===== src/rtl/div_unit.sv =====
// Iterative radix-2 restoring divider for RV32M DIV/DIVU/REM/REMU.
// Latency: WIDTH+1 cycles from start to valid, 1 cycle for divide-by-zero/overflow.
// Backpressure: none; busy stalls the pipeline, start is ignored unless IDLE, flush aborts.
module div_unit #(
   parameter int WIDTH = 32
) (
   input  logic             i_clk,
   input  logic             i_rst_n,
   input  logic             i_start_EX,
   input  logic [1:0]       i_div_op_EX,
   input  logic [WIDTH-1:0] i_rd1_EX,
   input  logic [WIDTH-1:0] i_rd2_EX,
   input  logic             i_flush_EX,
   output logic             o_busy_EX,
   output logic             o_valid_EX,
   output logic [WIDTH-1:0] o_div_result_EX
);

   localparam int CW = $clog2(WIDTH);
   localparam logic [WIDTH-1:0] MIN_NEG = {1'b1, {(WIDTH-1){1'b0}}};

   typedef enum logic [1:0] {IDLE, CALC, DONE} state_t;

   state_t           state_q, state_d;
   logic [1:0]       op_q, op_d;
   logic [WIDTH-1:0] quo_q, quo_d;
   logic [WIDTH-1:0] rem_q, rem_d;
   logic [WIDTH-1:0] dvs_q, dvs_d;
   logic [CW-1:0]    cnt_q, cnt_d;
   logic             qneg_q, qneg_d;
   logic             rneg_q, rneg_d;
   logic [WIDTH-1:0] res_q, res_d;
   logic             valid;

   // op[0]=1 means unsigned, op[1]=1 selects the remainder
   logic             op_signed;
   logic             a_neg, b_neg;
   logic [WIDTH-1:0] a_mag, b_mag;
   logic             div_zero, div_ovf;
   logic [WIDTH:0]   shifted, diff;
   logic [WIDTH-1:0] fix_quo, fix_rem, done_res;

   assign op_signed = ~i_div_op_EX[0];
   assign a_neg     = op_signed & i_rd1_EX[WIDTH-1];
   assign b_neg     = op_signed & i_rd2_EX[WIDTH-1];
   assign a_mag     = a_neg ? -i_rd1_EX : i_rd1_EX;
   assign b_mag     = b_neg ? -i_rd2_EX : i_rd2_EX;
   assign div_zero  = (i_rd2_EX == '0);
   assign div_ovf   = op_signed & (i_rd1_EX == MIN_NEG) & (i_rd2_EX == '1);

   // One restoring step: the extra top bit of the difference is the borrow
   assign shifted   = {rem_q, quo_q[WIDTH-1]};
   assign diff      = shifted - {1'b0, dvs_q};

   // Sign fix applied while in DONE; special cases load zero sign flags
   assign fix_quo   = qneg_q ? -quo_q : quo_q;
   assign fix_rem   = rneg_q ? -rem_q : rem_q;
   assign done_res  = op_q[1] ? fix_rem : fix_quo;

   // Next-state, datapath and output decode
   always_comb begin
      state_d = state_q;
      op_d    = op_q;
      quo_d   = quo_q;
      rem_d   = rem_q;
      dvs_d   = dvs_q;
      cnt_d   = cnt_q;
      qneg_d  = qneg_q;
      rneg_d  = rneg_q;
      res_d   = res_q;
      valid   = 1'b0;

      case (state_q)
         IDLE: begin
            if (i_start_EX) begin
               op_d = i_div_op_EX;
               if (div_zero) begin
                  quo_d   = '1;
                  rem_d   = i_rd1_EX;
                  qneg_d  = 1'b0;
                  rneg_d  = 1'b0;
                  state_d = DONE;
               end else if (div_ovf) begin
                  quo_d   = MIN_NEG;
                  rem_d   = '0;
                  qneg_d  = 1'b0;
                  rneg_d  = 1'b0;
                  state_d = DONE;
               end else begin
                  quo_d   = a_mag;
                  rem_d   = '0;
                  dvs_d   = b_mag;
                  qneg_d  = a_neg ^ b_neg;
                  rneg_d  = a_neg;
                  cnt_d   = CW'(WIDTH-1);
                  state_d = CALC;
               end
            end
         end
         CALC: begin
            if (diff[WIDTH]) begin
               rem_d = shifted[WIDTH-1:0];
               quo_d = {quo_q[WIDTH-2:0], 1'b0};
            end else begin
               rem_d = diff[WIDTH-1:0];
               quo_d = {quo_q[WIDTH-2:0], 1'b1};
            end
            if (cnt_q == '0) begin
               state_d = DONE;
            end else begin
               cnt_d = cnt_q - CW'(1);
            end
         end
         DONE: begin
            valid   = 1'b1;
            res_d   = done_res;
            state_d = IDLE;
         end
         default: state_d = IDLE;
      endcase

      // Flush wins over everything: back to IDLE, no pulse, result untouched
      if (i_flush_EX) begin
         state_d = IDLE;
         valid   = 1'b0;
         res_d   = res_q;
      end
   end

   assign o_busy_EX       = (state_q != IDLE);
   assign o_valid_EX      = valid;
   assign o_div_result_EX = valid ? done_res : res_q;

   // State and datapath registers with synchronous reset
   always_ff @(posedge i_clk) begin
      if (!i_rst_n) begin
         state_q <= IDLE;
         op_q    <= '0;
         quo_q   <= '0;
         rem_q   <= '0;
         dvs_q   <= '0;
         cnt_q   <= '0;
         qneg_q  <= 1'b0;
         rneg_q  <= 1'b0;
         res_q   <= '0;
      end else begin
         state_q <= state_d;
         op_q    <= op_d;
         quo_q   <= quo_d;
         rem_q   <= rem_d;
         dvs_q   <= dvs_d;
         cnt_q   <= cnt_d;
         qneg_q  <= qneg_d;
         rneg_q  <= rneg_d;
         res_q   <= res_d;
      end
   end

endmodule


===== config.mk =====
export PLATFORM = sky130hd
export DESIGN_NAME = div_unit
export DESIGN_NICKNAME = d
export VERILOG_FILES = /design/src/rtl/div_unit.sv
export SDC_FILE = /design/constraint.sdc
export NUM_CORES = 1
export LEC_CHECK = 0
export CAP_MARGIN = 20
export CELL_PAD_IN_SITES_DETAIL_PLACEMENT = 1
export CELL_PAD_IN_SITES_GLOBAL_PLACEMENT = 2
export CORE_AREA = 2 2 190 192
export CTS_CLUSTER_DIAMETER = 50
export CTS_CLUSTER_SIZE = 28
export DETAILED_ROUTE_END_ITERATION = 6
export DIE_AREA = 0 0 192 194
export HOLD_SLACK_MARGIN = 0.06
export PLACE_DENSITY = 0.87
export SLEW_MARGIN = 40
export SYNTH_ARGS = -nofsm -noshare
export SYNTH_HDL_FRONTEND = slang
export SYNTH_SLANG_ARGS = --single-unit

===== constraint.sdc =====
create_clock -name i_clk -period 3.1 [get_ports i_clk]
set_input_delay 0.31 -clock i_clk [delete_from_list [all_inputs] [get_ports i_clk]]
set_output_delay 0.31 -clock i_clk [all_outputs]
set_load 0.005 [all_outputs]

==> impl_metrics.json, run 1 <==
{
  "status": "complete, but fails checks",
  "violations": "setup timing",
  "ioPinCount": 104,
  "drive_above_1_share_pct": 24.22,
  "worstSetupPathType": "reg2out",
  "rows": 69,
  "setup-violations-final": 13,
  "hold_viol": 0,
  "power_frac_comb_pct": 40.0,
  "fmax_ghz": 0.2960,
  "drt_iter0_drc": 655,
  "synth_warnings": 0,
  "slew_violations": 0,
  "grt_max_degree": 53,
  "synth_nets": 1562,
  "num_vias": 11780,
  "cts.hold.buffers_added": 0,
  "synth.top_cell.area_share_pct": 25.58,
  "path_clk_slew_ps": 60,
  "power_density_nw_per_um2": 461.7,
  "async_flop_share_pct": 0,
  "p_int_mw": 4.491,
  "diodes": 0,
  "ys_ff_latch": 138,
  "dpl.hpwl_microns": 32540,
  "final_antenna_net_count": 0,
  "globalRoute.busiestLayer": "met2",
  "initial_core_util_pct": 30.66,
  "finalCritPeriodShare_pct": 109.0,
  "avgRoutedWirePerCell_microns": 19.11,
  "synth_top_flop_cell": "dfxtp_1",
  "peakVddDrop_v": 0.0002454,
  "syn_inst": 1452,
  "drt_pass1_iterations": 5,
  "yosysSeqAreaShare_pct": 25.58,
  "netlist_area_sq_um": 10800,
  "grt_use_total_pct": 22.25,
  "placed_cell_area_sq_um": 13710,
  "clock_latency_ps": 440,
  "start_kind": "flip-flop",
  "core_sq_um": 35220,
  "power.switching_mw": 2.450,
  "sequentialPowerShare_pct": 28.9,
  "remaining_drc_errors": 0,
  "timing.hold.ws_ps": 463.5,
  "via_per_inst": 5.385,
  "maxCapViolCount": 0,
  "synth_area_leaders": "dfxtp_1, xnor2_1, a21oi_1",
  "fin_crit_ps": 3378,
  "hp-class": "reg2reg",
  "fin_skew_ps": 8.587,
  "endpoint_kind": "primary output",
  "cts.sinks": 138,
  "fillers": 4330,
  "gp_congestion": 0.8777,
  "antenna_found_initial": 1,
  "gr-usage-met3_pct": 2.552,
  "cts_buffer_depth": 2,
  "synth.most_common_cell": "nand2_1",
  "yosys-top-cells-count": "nand2_1, dfxtp_1, nor2_1, a21oi_1, o21ai_0",
  "p_leak_nw": 5.950,
  "routed_wl_microns": 41800,
  "numCtsBuffers": 17,
  "cts_tree": "done",
  "swShare_pct": 35.30,
  "grt_pass1_vias": 11930,
  "synth_edf_count": 0,
  "ys_types": 73,
  "slew_headroom_pct": 49.89,
  "final_nets": 1825,
  "cts-root-buf": "clkbuf_16",
  "use_met2_pct": 37.08,
  "final.setup.worst_slack_ps": -278.4,
  "htree_levels": 4,
  "clockPowerShare_pct": 31.0,
  "grtUsageMet1_pct": 29.73,
  "arrival_ps": 3070,
  "p_total_mw": 6.941,
  "port_buffers": 103,
  "crit_required_ps": 2790,
  "rsz0062_at_grt": "true",
  "dp_slack_ps": -600.7,
  "die_x_microns": 192,
  "synth_area_per_cell_sq_um": 7.437,
  "crit_path_max_fanout": 3,
  "final_cell_area_sq_um": 15030,
  "grt_overflow": 0,
  "dieArea_sq_um": 37250,
  "syn_to_final_growth_pct": 39.21,
  "worst_pin_slew_ps": 750.1,
  "dieHeight_microns": 194,
  "grt_pass1_wl_microns": 65650,
  "yosysTopAreaCell": "dfxtp_1"
}
==> worst paths after layout <==
check	slack [ps]	startpoint	to	depth (start not counted)
worst max-delay path	-280	rem_q[9]	o_div_result_EX[29]	11
worst min register to register	460	res_q[11]	res_q[11]	2
worst max register to register	0	rem_q[14]	rem_q[9]	13
worst min-delay path	460	res_q[11]	res_q[11]	2
==> worst max-delay path: stages, from the launching register on <==
cell and delay, ps:
dfxtp_2 320, or4_4 560, nor4_4 170, buf_4 160, nand4b_1 110, buf_6 160, or2_4 260, o41ai_2 310
xor2_1 210, a21oi_2 80, a21o_1 180, buf_2 120
==> timing repair <==
action,CTS,global route
gates resized for setup,123,91
pin swaps,47,39
setup endpoints to repair,81,74
cloned,0,0
buffers inserted,16,8
==> power by group through the flow <==
| stage | Clock (mW) | Combinational [mW] | Sequential [mW] |
|---|---|---|---|
| detailed placement | 0 | 2.47 | 2.03 |
| global placement | 0 | 2.41 | 2.03 |
| global route | 2.25 | 3.02 | 2.02 |
| CTS | 2.18 | 2.64 | 2.00 |
| floorplan | 0 | 1.43 | 2.02 |
| finish | 2.15 | 2.78 | 2.01 |
==> flip-flops by register name, summed over array words and instances (netlist names) <==
register	flops
op_q	1
qneg_q	1
quo_q	32
rneg_q	1
cnt_q	5
state_q	2
rem_q	32
dvs_q	32
res_q	32
==> metal layers <==
metal | vias to the layer above | share of wire, %
li1 | 5756 | -
met1 | 5732 | 46
met2 | 232 | 48
met3 | 56 | 3.7
met4 | 0 | 2.4
met5 | - | 0
==> through the flow <==
stage	utilization (%)	setup TNS, ps	std cells
floorplan	-	0	1452
global placement	38.93	-30140	2135
detailed placement	38.93	-30740	2135
CTS	41.67	-3719	2180
global route	42.68	-4948	2187
finish	42.68	-1761	2187
==> cell families after synthesis <==
logic type / share of synthesized area, %
multiplexers: 1.611
flip-flops: 25.58
AND/OR/NAND/NOR: 21.09
buffers and inverters: 5.897
adder cells (fa/ha/maj): 4.704
XOR/XNOR: 12.32
AO/OA/AOI/OAI: 28.80
==> cells in the final DEF, fill, tap and decap left out, types with 10 or more instances in the layout <==
cell type,instances
o21ai_0,96
a211oi_2,13
buf_2,11
nand2_1,149
clkdlybuf4s50_1,80
nand4_1,16
o21ai_2,14
nand3_1,13
a21o_1,16
o31ai_1,12
o41ai_1,11
nand2b_1,11
xor2_1,69
inv_1,59
nor2_1,131
a211oi_1,29
a22oi_1,24
a221oi_1,14
o21ai_1,20
buf_4,216
clkbuf_16,17
o211ai_1,16
a31oi_1,32
buf_6,10
nor3_1,30
xnor2_1,78
a21oi_1,122
and2_1,32
ha_1,33
dfxtp_1,130
==> layout make-up <==
class	count	area, sq um	share of cell area [%]
multi-input cells	1160	7985	53.12
repair buffers	337	2867	19.07
flip-flops and latches	138	2773	18.44
well taps	461	576.8	3.837
clock buffers	23	488.0	3.246
inverters	61	229.0	1.523
clock inverters	7	115.1	0.7657
Power figures use the tool's default switching activity.
==> inputs of run 2 (changes only) <==
--- a/config.mk
+++ b/config.mk
@@ -8,14 +8,16 @@
 export CAP_MARGIN = 20
 export CELL_PAD_IN_SITES_DETAIL_PLACEMENT = 1
 export CELL_PAD_IN_SITES_GLOBAL_PLACEMENT = 2
-export CORE_AREA = 2 2 190 192
+export CORE_AREA = 2 2 182 184
 export CTS_CLUSTER_DIAMETER = 50
 export CTS_CLUSTER_SIZE = 28
 export DETAILED_ROUTE_END_ITERATION = 6
-export DIE_AREA = 0 0 192 194
+export DIE_AREA = 0 0 184 186
+export DONT_BUFFER_PORTS = 1
 export HOLD_SLACK_MARGIN = 0.06
-export PLACE_DENSITY = 0.87
+export PLACE_DENSITY = 0.85
 export SLEW_MARGIN = 40
 export SYNTH_ARGS = -nofsm -noshare
 export SYNTH_HDL_FRONTEND = slang
 export SYNTH_SLANG_ARGS = --single-unit
+export TNS_END_PERCENT = 30
==> impl_metrics.json, run 2 (same netlist as run 1, synthesis figures left out) <==
{
  "hp-class": "in2reg",
  "finalCritPeriodShare_pct": 102.8,
  "dieArea_sq_um": 34220,
  "fin_skew_ps": 11.09,
  "final.setup.worst_slack_ps": -85.82,
  "drt_pass1_iterations": 5,
  "cp_slowest_cell": "or4_4",
  "r2r-start": "rem_q[2]",
  "power_density_nw_per_um2": 493.2,
  "worst_pin_slew_ps": 801.7,
  "endpoint_kind": "primary output",
  "rows": 66,
  "cts.sinks": 138,
  "crit_required_ps": 2790,
  "avgRoutedWirePerCell_microns": 20.47,
  "dieHeight_microns": 186,
  "slew_violations": 0,
  "grt_max_degree": 61,
  "htree_levels": 4,
  "port_buffers": 0,
  "remaining_drc_errors": 0,
  "grt_use_total_pct": 22.60,
  "die_x_microns": 184,
  "layout_common_cells": "nand2_1, nor2_1, dfxtp_1, a21oi_1, o21ai_0",
  "cts_tree": "done",
  "hold_viol": 0,
  "drive_above_1_share_pct": 16.11,
  "p_leak_nw": 4.839,
  "maxCapViolCount": 0,
  "layout.cells.non_filler": 1923,
  "rr_endpoint": "quo_q[0]",
  "grt_overflow": 0,
  "antenna_found_initial": 1,
  "fmax_ghz": 0.3139,
  "final_common_cell": "nand2_1",
  "setup-violations-final": 5,
  "path_clk_slew_ps": 60,
  "clock_latency_ps": 430,
  "arrival_ps": 2880,
  "final_antenna_net_count": 0,
  "drt_iter0_drc": 638,
  "slew_headroom_pct": 46.47,
  "gp_congestion": 0.8605,
  "violations": "setup timing",
  "status": "complete, but fails checks",
  "crit_chain": "or4_4 > nor4_4 > buf_4 > nand4b_1 > or2_4 > o41ai_4 > xor2_1 > a21oi_2 > a21o_1",
  "r2r_cells": 13,
  "grt_pass1_vias": 10870,
  "worstSetupPathType": "reg2out",
  "slowest_delay_ps": 580,
  "final_nets": 1612,
  "crit_start": "rem_q[3]",
  "syn_to_final_growth_pct": 19.63,
  "routed_wl_microns": 39360,
  "cp-endpoint": "o_div_result_EX[29]",
  "fin_setup_tns_ps": -223.0,
  "cts_buffer_depth": 2,
  "numCtsBuffers": 17,
  "via_per_inst": 5.694,
  "placedCellCount": 1849,
  "initial_core_util_pct": 33.53,
  "grt_pass1_wl_microns": 60620,
  "crit_path_max_fanout": 5,
  "fin_crit_ps": 3186,
  "core_sq_um": 32210,
  "rsz0062_at_grt": "true",
  "dpl.hpwl_microns": 29240,
  "diodes": 0,
  "num_vias": 10950,
  "cts-root-buf": "clkbuf_16",
  "regToRegSetupSlack_ps": -20,
  "peakVddDrop_v": 0.0004206,
  "start_kind": "flip-flop",
  "ioPinCount": 104
}
==> run 2: changes by cell type in the layout (fill, tap and decap cells not counted), moves of 5 or more <==
cell             delta
dlygate4sd3_1      +15
clkdlybuf4s50_1    -80
buf_2              -11
a22oi_2             -5
a22oi_1             +5
o21ai_2             -7
o21ai_1            -10
buf_6               -9
buf_4             -116
o21ai_0            +18
==> run 2: metal layers <==
metal	vias up	GRT usage [%]	part of all wire, %
met1	5266	30.83	48
met3	55	3.913	5.1
li1	5338	-	-
met5	-	0	0.033
met4	2	6.880	2.4
met2	288	36.35	44
==> run 2: per-stage QoR <==
stage | utilization, % | power [mW] | setup slack [ps] | hold WS, ps | instance area (sq um)
after floorplan | - | 3.460 | 62.58 | 431.9 | 10800
after global placement | 36.02 | 4.002 | 11.56 | 441.5 | 11600
after detailed placement | 36.02 | 4.058 | -64.79 | 440.9 | 11600
after CTS | 38.88 | 6.172 | -116.1 | 71.28 | 12520
after global routing | 40.11 | 6.707 | -217.0 | 78.61 | 12920
final | 40.11 | 6.371 | -85.82 | 82.26 | 12920
==> run 2: final cells by class <==
type,instances,area [sq um]
Inverter,61,229.0
Timing Repair Buffer,124,1082
Tap cell,408,510.5
Sequential cell,138,2783
Clock inverter,10,92.59
Multi-Input combinational cell,1160,7737
Fill cell,3931,19290
Clock buffer,22,484.2
==> run 2: repair_timing <==
action                                  in CTS  in global routing
endpoints found under the hold margin       63                  0
buffers inserted                             9                 15
gates resized for setup                     30                 51
pin swaps                                   13                 26
hold buffers                                16                  0
cloned                                       0                  2
endpoints found under the setup margin      24                 48
==> run 2: worst min path at each step <==
stage,startpoint,end,slack (ps),depth (start not counted)
after global routing,i_flush_EX,state_q[1],80,2
after global placement,i_rst_n,res_q[28],440,1
after floorplan,dvs_q[31],dvs_q[31],430,2
final,i_flush_EX,state_q[0],80,2
after detailed placement,i_rst_n,res_q[28],440,1
after CTS,i_flush_EX,state_q[0],70,2
==> run 2: critical path: cells and delay by family (launching register included) <==
kind | cells | cell delay (ps)
compound gates | 3 | 480
xor+xnor | 1 | 220
buf+inv | 1 | 170
flops | 1 | 360
simple gates | 4 | 1230
==> run 2: report_power, final <==
part	total [mW]	internal (mW)	leakage [nW]	switching, mW
logic	2.30	0.980	3.43	1.32
registers	2.03	1.89	1.14	0.138
clock network	2.03	1.19	0.274	0.846
total	6.37	4.06	4.84	2.31
==> inputs of run 3 (changes only) <==
--- a/config.mk
+++ b/config.mk
@@ -5,7 +5,7 @@
 export SDC_FILE = /design/constraint.sdc
 export NUM_CORES = 1
 export LEC_CHECK = 0
-export CAP_MARGIN = 20
+export CAP_MARGIN = 30
 export CELL_PAD_IN_SITES_DETAIL_PLACEMENT = 1
 export CELL_PAD_IN_SITES_GLOBAL_PLACEMENT = 2
 export CORE_AREA = 2 2 182 184
==> results of run 3 <==
No change in the layout: final DEF, timing and power equal those of run 2.
